--- src/rtl/rv32_mdu_pkg.sv ---
// Shared definitions for the RV32M multiply/divide unit: funct3 encodings,
// divider FSM states and the signed-overflow dividend.
package rv32_mdu_pkg;

  localparam int unsigned DIV_W = 32;
  localparam int unsigned CNT_W = 6;

  localparam logic [2:0] F3_DIV  = 3'b100;
  localparam logic [2:0] F3_DIVU = 3'b101;
  localparam logic [2:0] F3_REM  = 3'b110;
  localparam logic [2:0] F3_REMU = 3'b111;

  localparam logic [DIV_W-1:0] DIV_OVF_DIVIDEND = 32'h8000_0000;

  typedef enum logic [1:0] {
    IDLE = 2'd0,
    CALC = 2'd1,
    DONE = 2'd2
  } div_state_t;

endpackage

--- src/rtl/div_restore_step.sv ---
// One restoring-division step: shift {rem, quo} left by one, then subtract
// the divisor from the partial remainder when it fits.
module div_restore_step
  import rv32_mdu_pkg::*;
(
  input  logic [DIV_W:0]   rem_i,
  input  logic [DIV_W-1:0] quo_i,
  input  logic [DIV_W-1:0] dvs_i,
  output logic [DIV_W:0]   rem_o,
  output logic [DIV_W-1:0] quo_o
);

  localparam int unsigned SH_W = DIV_W + 2;

  logic [SH_W-1:0] rem_sh;
  logic [SH_W-1:0] dvs_ext;
  logic            fits;

  always_comb begin
    rem_sh  = {rem_i, quo_i[DIV_W-1]};
    dvs_ext = {2'b00, dvs_i};
    fits    = (rem_sh >= dvs_ext);
    rem_o   = fits ? (DIV_W+1)'(rem_sh - dvs_ext) : (DIV_W+1)'(rem_sh);
    quo_o   = {quo_i[DIV_W-2:0], fits};
  end

endmodule

--- src/rtl/mdu_div_iter.sv ---
// Iterative radix-2 divider for RV32M DIV/DIVU/REM/REMU with valid/ready
// handshakes; special cases finish in one cycle, the rest take 32 steps.
module mdu_div_iter
  import rv32_mdu_pkg::*;
#(
  parameter int unsigned XLEN = 32
) (
  input  logic            clk,
  input  logic            rst_n,
  input  logic            flush,
  input  logic            in_valid,
  output logic            in_ready,
  input  logic [XLEN-1:0] rs1,
  input  logic [XLEN-1:0] rs2,
  input  logic [2:0]      funct3,
  output logic            out_valid,
  input  logic            out_ready,
  output logic [XLEN-1:0] result,
  output logic            busy
);

  div_state_t       state_q, state_d;
  logic [CNT_W-1:0] cnt_q, cnt_d;
  logic [DIV_W:0]   rem_q, rem_d;
  logic [DIV_W-1:0] quo_q, quo_d;
  logic [DIV_W-1:0] dvs_q, dvs_d;
  logic             neg_quo_q, neg_quo_d;
  logic             neg_rem_q, neg_rem_d;
  logic             sel_rem_q, sel_rem_d;
  logic [DIV_W-1:0] result_q, result_d;
  logic             in_ready_q, out_valid_q, busy_q;

  logic [DIV_W:0]   step_rem;
  logic [DIV_W-1:0] step_quo;
  logic [DIV_W-1:0] quo_fix, rem_fix;
  logic             is_signed;

  div_restore_step u_step (
    .rem_i (rem_q),
    .quo_i (quo_q),
    .dvs_i (dvs_q),
    .rem_o (step_rem),
    .quo_o (step_quo)
  );

  always_comb begin
    state_d   = state_q;
    cnt_d     = cnt_q;
    rem_d     = rem_q;
    quo_d     = quo_q;
    dvs_d     = dvs_q;
    neg_quo_d = neg_quo_q;
    neg_rem_d = neg_rem_q;
    sel_rem_d = sel_rem_q;
    result_d  = result_q;
    is_signed = !funct3[0];
    quo_fix   = neg_quo_q ? DIV_W'(~step_quo + 32'd1) : step_quo;
    rem_fix   = neg_rem_q ? DIV_W'(~step_rem[DIV_W-1:0] + 32'd1) : step_rem[DIV_W-1:0];

    case (state_q)
      IDLE: begin
        if (in_valid) begin
          if (!funct3[2]) begin
            state_d  = DONE;
            result_d = '0;
          end else if (rs2 == '0) begin
            state_d  = DONE;
            result_d = funct3[1] ? rs1 : '1;
          end else if (is_signed && rs1 == DIV_OVF_DIVIDEND && rs2 == '1) begin
            state_d  = DONE;
            result_d = funct3[1] ? '0 : DIV_OVF_DIVIDEND;
          end else begin
            // Iterate on magnitudes; signs are reapplied on the final step.
            state_d   = CALC;
            cnt_d     = '0;
            rem_d     = '0;
            quo_d     = (is_signed && rs1[DIV_W-1]) ? DIV_W'(~rs1 + 32'd1) : rs1;
            dvs_d     = (is_signed && rs2[DIV_W-1]) ? DIV_W'(~rs2 + 32'd1) : rs2;
            neg_quo_d = is_signed && (rs1[DIV_W-1] ^ rs2[DIV_W-1]);
            neg_rem_d = is_signed && rs1[DIV_W-1];
            sel_rem_d = funct3[1];
          end
        end
      end
      CALC: begin
        rem_d = step_rem;
        quo_d = step_quo;
        cnt_d = CNT_W'(cnt_q + 6'd1);
        if (cnt_q == 6'd31) begin
          state_d  = DONE;
          result_d = sel_rem_q ? rem_fix : quo_fix;
        end
      end
      DONE: begin
        if (out_ready) state_d = IDLE;
      end
      default: state_d = IDLE;
    endcase

    if (flush) begin
      state_d  = IDLE;
      result_d = '0;
    end
  end

  always_ff @(posedge clk or negedge rst_n) begin
    if (!rst_n) begin
      state_q     <= IDLE;
      cnt_q       <= '0;
      rem_q       <= '0;
      quo_q       <= '0;
      dvs_q       <= '0;
      neg_quo_q   <= 1'b0;
      neg_rem_q   <= 1'b0;
      sel_rem_q   <= 1'b0;
      result_q    <= '0;
      in_ready_q  <= 1'b1;
      out_valid_q <= 1'b0;
      busy_q      <= 1'b0;
    end else begin
      state_q     <= state_d;
      cnt_q       <= cnt_d;
      rem_q       <= rem_d;
      quo_q       <= quo_d;
      dvs_q       <= dvs_d;
      neg_quo_q   <= neg_quo_d;
      neg_rem_q   <= neg_rem_d;
      sel_rem_q   <= sel_rem_d;
      result_q    <= result_d;
      in_ready_q  <= (state_d == IDLE);
      out_valid_q <= (state_d == DONE);
      busy_q      <= (state_d == CALC) || (state_d == DONE);
    end
  end

  assign in_ready  = in_ready_q;
  assign out_valid = out_valid_q;
  assign busy      = busy_q;
  assign result    = result_q;

endmodule

--- config.mk ---
export PLATFORM = sky130hd
export DESIGN_NAME = mdu_div_iter
export DESIGN_NICKNAME = d
export VERILOG_FILES = /design/src/rtl/rv32_mdu_pkg.sv /design/src/rtl/div_restore_step.sv /design/src/rtl/mdu_div_iter.sv
export SDC_FILE = /design/constraint.sdc
export NUM_CORES = 1
export LEC_CHECK = 0
export CORE_UTILIZATION = 60
export DETAILED_ROUTE_END_ITERATION = 16
export PLACE_DENSITY_LB_ADDON = 0.25
export SLEW_MARGIN = 15
export SYNTH_ARGS = -nofsm -noshare
export SYNTH_HDL_FRONTEND = slang
export SYNTH_HIERARCHICAL = 1
export SYNTH_SLANG_ARGS = --single-unit
--- constraint.sdc ---
create_clock -name clk -period 14.4 [get_ports clk]
set_input_delay 3.6 -clock clk [delete_from_list [all_inputs] [get_ports clk]]
set_output_delay 3.6 -clock clk [all_outputs]
set_load 0.05 [all_outputs]
==> qor.txt <==
CRITICAL PATH
-------------------------------------------------------------------------------------------
Worst flop-to-flop path endpoint                                                 result[20]
Worst reg2reg path startpoint                                                     dvs_q[15]
Type of destination of the critical path                                               flop
Reg2reg setup slack                                                                 8.47 ns
Critical path arrival                                                               7.54 ns
Number of cells traversed by the worst register-to-register path                         16
Start point of the critical path                                                     rs2[0]
Startpoint type of the worst setup path                                          input port
Data required, critical path                                                       14.73 ns
Worst Setup EP                                                                    result[7]
Max Fanout on Critical Path                                                              15
Critical path start-end classification                                               in2reg

SYNTHESIS
-------------------------------------------------------------------------------------------
Ys async rst share                                                                     100%
Flop and latch count out of synthesis                                                   143
Share of synthesized area occupied by flip-flops and latches                          28.8%
Top-area cell type share of the netlist area                                          28.6%
Cell types with the largest area share after synthesis                         sky130_fd_sc_hd__dfrtp_1 29%, sky130_fd_sc_hd__nand2_1 5.9%, sky130_fd_sc_hd__xnor2_1 5.1%, sky130_fd_sc_hd__xor2_1 4.2%, sky130_fd_sc_hd__o21ai_0 4.1%
Synthesized net count                                                                  1674
Summed instance area of the synthesized netlist                                  0.0124 mm2
Most common library cells after synthesis                                      194 x sky130_fd_sc_hd__nand2_1, 142 x sky130_fd_sc_hd__dfrtp_1, 103 x sky130_fd_sc_hd__o21ai_0
Count of mapped cells out of synthesis                                                 1561
Most instantiated flip-flop cell in the synthesis netlist                      sky130_fd_sc_hd__dfrtp_1
Most frequent cell after synthesis                                             sky130_fd_sc_hd__nand2_1
Warnings, synthesis                                                                       6
Avg Cell Area, Syn                                                                 7.96 um2
Dominant cell type by area after synthesis                                     sky130_fd_sc_hd__dfrtp_1
Post-synthesis cell type count                                                           89
Count of flip-flops with a built-in enable after synthesis                                0

FLOORPLAN
-------------------------------------------------------------------------------------------
Total core area                                                                  0.0203 mm2
Initial standard-cell utilization of the core                                         61.2%
Vertical die dimension                                                               146 um
Die Footprint                                                                    0.0213 mm2
Overall die width                                                                    146 um
Number of I/O pins                                                                      107
Row count                                                                                52

STA
-------------------------------------------------------------------------------------------
Fin crit period                                                                     7.20 ns
Final setup skew                                                                  0.0113 ns
Setup repair after global routing missed its margin                                   false
Total setup violations reported at the end of the flow                                    0
Final Hold Slack                                                                   0.478 ns
Final hold vios                                                                           0
Fmax                                                                              0.139 GHz
Pins over their slew limit                                                                0
Worst rel slew slack                                                                  16.7%
Actual transition at the worst max-transition pin                                   1.24 ns
Final setup TNS                                                                        0 ns
Tcrit/Tclk final                                                                      50.0%

CTS
-------------------------------------------------------------------------------------------
TritonCTS clock tree                                                                   done
Maximum count of clock buffers along a single path                                        2
Clock Sinks                                                                             143
Setup Buffers After CTS                                                                   0
Clock-pin transition on the worst setup and hold timing paths                       0.06 ns
TritonCTS buffer count                                                                   17
Worst-skew pair later-pin latency                                                   0.43 ns
Clk root buf                                                                   sky130_fd_sc_hd__clkbuf_16
Post-cts gate resize count                                                                0
Count of H-tree levels built during CTS                                                   4
Number of hold buffers added after CTS                                                    0

DETAILED ROUTING
-------------------------------------------------------------------------------------------
First-pass iteration count of the detailed router                                         6
Post-detailed-route count of antenna-violating nets                                       0
Vias                                                                                  12.2k
Number of design-rule violations left by the first detailed-router iteration           1492
DR WL/cell                                                                          21.5 um
Number of vias per cell after detailed routing                                         6.66
Drt total wl                                                                        39.5 mm
DRC                                                                                       0

FINISH
-------------------------------------------------------------------------------------------
Storage element area                                                            0.00358 mm2
Layout net count                                                                       1670
Final Non-Filler Cells                                                                 1839
Final cell area excluding filler cells                                           0.0139 mm2
Share of final-layout standard cells stronger than drive strength 1                   6.44%
Fill cell total of the finished layout                                                 1737
Area of the multi-input gates                                                   0.00790 mm2
Area growth from synthesis to layout                                                  11.4%
Count of inserted antenna diode cells                                                     0

POWER AND IR DROP
-------------------------------------------------------------------------------------------
Switching portion of total power                                                      50.5%
Power density of the placed cells                                                210 mW/mm2
P_leak                                                                              5.55 nW
Design internal power                                                               1.44 mW
Proportion of power drawn by flip-flops and latches                                   21.7%
Combinational fraction of design power                                                61.8%
Clock network fraction of total power                                                 16.6%
Worst IR Drop VDD                                                                  0.131 mV
Total design power                                                                  2.91 mW
Switching component of the power                                                    1.47 mW

GLOBAL ROUTING
-------------------------------------------------------------------------------------------
Final global-route overflow total                                                         0
Number of antenna violations at the first check in global routing                         1
Global Route met2 Usage                                                               53.9%
Met3 Resource Use GR                                                                  6.55%
Global routing usage on met1                                                          55.7%
Global-route usage over all layers                                                    37.5%
Vias in the first global route                                                        11.2k
Wire length of the first global-routing pass                                        62.6 mm
Most Crowded Layer GR                                                                  met1
Maximum number of pins on one net before global-route repair                             90

PLACED DESIGN
-------------------------------------------------------------------------------------------
Number of instances in the placed design                                               1808
Placer's final routability congestion estimate                                         1.02
Detailed Place HPWL                                                                 29.1 mm
Number of buffer cells added on primary ports                                           106
Placement-stage cell area                                                        0.0132 mm2

STATUS
-------------------------------------------------------------------------------------------
Status                                                                         complete, no violations

MIN PATH
-------------------------------------------------------------------------------------------
Classification of the worst-slack hold path                                         reg2reg

JOB
-------------------------------------------------------------------------------------------
Maximum capacitance violations                                                            0

==> state kept, by name, indices dropped and copies added (netlist names) <==
name       count
neg_rem_q      1
in_ready       1
quo_q         32
state_q        2
dvs_q         32
cnt_q          6
sel_rem_q      1
neg_quo_q      1
busy           1
rem_q         33
out_valid      1
result        32
==> worst max-delay path, stage by stage <==
cell	delay, ns
sky130_fd_sc_hd__clkdlybuf4s50_1	0.48
sky130_fd_sc_hd__inv_1	0.10
sky130_fd_sc_hd__ha_1	0.19
sky130_fd_sc_hd__or4b_2	0.69
sky130_fd_sc_hd__nor4_4	0.26
sky130_fd_sc_hd__nand4_1	0.12
sky130_fd_sc_hd__buf_4	0.22
sky130_fd_sc_hd__nor2_1	0.96
sky130_fd_sc_hd__o21ai_0	0.53
sky130_fd_sc_hd__a311oi_1	0.37
==> stage by stage <==
| step | worst slack [ns] | util (%) |
|---|---|---|
| final | 7.20 | 68.2 |
| after global routing | 7.06 | 68.2 |
| after CTS | 7.35 | 68.2 |
| after detailed placement | 6.91 | 65.1 |
| after global placement | 6.98 | 65.1 |
| after floorplan | 8.45 | - |
==> power groups by stage <==
stage | registers [mW] | logic [mW] | clock network, mW
floorplan | 0.585 | 1.40 | 0
global placement | 0.628 | 1.71 | 0
detailed placement | 0.631 | 1.74 | 0
CTS | 0.625 | 1.75 | 0.484
global route | 0.642 | 1.96 | 0.500
finish | 0.631 | 1.80 | 0.482
==> cell usage in the layout, fill, tap and decap left out, drive strengths merged, types with 9 or more instances in the layout <==
cell type / Yosys / final
o21ai: 114 / 114
and3: 9 / 9
clkdlybuf4s50: 0 / 105
nor2: 94 / 94
inv: 65 / 67
ha: 40 / 40
a21o: 20 / 20
nand3: 53 / 53
or4: 21 / 21
clkbuf: 74 / 19
nand2: 195 / 195
dfrtp: 142 / 142
nor2b: 9 / 9
xor2: 59 / 59
xnor2: 73 / 73
a31oi: 25 / 25
mux2: 19 / 19
nor4: 26 / 26
a211oi: 39 / 39
nand4: 19 / 19
a21oi: 92 / 92
nand2b: 26 / 26
nor3: 35 / 35
mux2i: 16 / 16
o31ai: 36 / 36
or3: 23 / 23
o22ai: 31 / 31
o41ai: 20 / 20
o211ai: 12 / 12
buf: 68 / 14
==> layout make-up <==
class                           instances  share of cell area [%]
Multi-Input combinational cell       1210                    57.0
Sequential cell                       143                    25.8
Timing Repair Buffer                  119                    8.37
Clock buffer                           19                    3.20
Tap cell                              270                    2.44
Inverter                               66                    1.79
Clock inverter                         12                    1.32
==> worst min path at each step <==
stage / start / to / cells after the start / slack (ns)
final: dvs_q[19] / dvs_q[19] / 2 / 0.48
after global routing: cnt_q[5] / cnt_q[5] / 1 / 0.50
after CTS: dvs_q[19] / dvs_q[19] / 2 / 0.48
after detailed placement: dvs_q[5] / dvs_q[5] / 2 / 0.47
after global placement: dvs_q[27] / dvs_q[27] / 2 / 0.46
after floorplan: cnt_q[5] / cnt_q[5] / 1 / 0.45
==> layer usage <==
| layer | part of all wire (%) | vias to the layer above |
|---|---|---|
| li1 | - | 5637 |
| met1 | 44 | 5791 |
| met2 | 42 | 708 |
| met3 | 9.8 | 106 |
| met4 | 3.7 | 2 |
| met5 | 0.020 | - |
==> kinds of logic after synthesis <==
family                     share of synthesized area [%]
xor gates and xnor gates                            9.30
adders and majority gates                           4.19
buffers and inverters                               7.92
DFF                                                 28.8
and+or+nand+nor                                     21.7
AOI/OAI and AO/OA                                   25.1
muxes                                               3.04
Power figures use the tool's default switching activity.
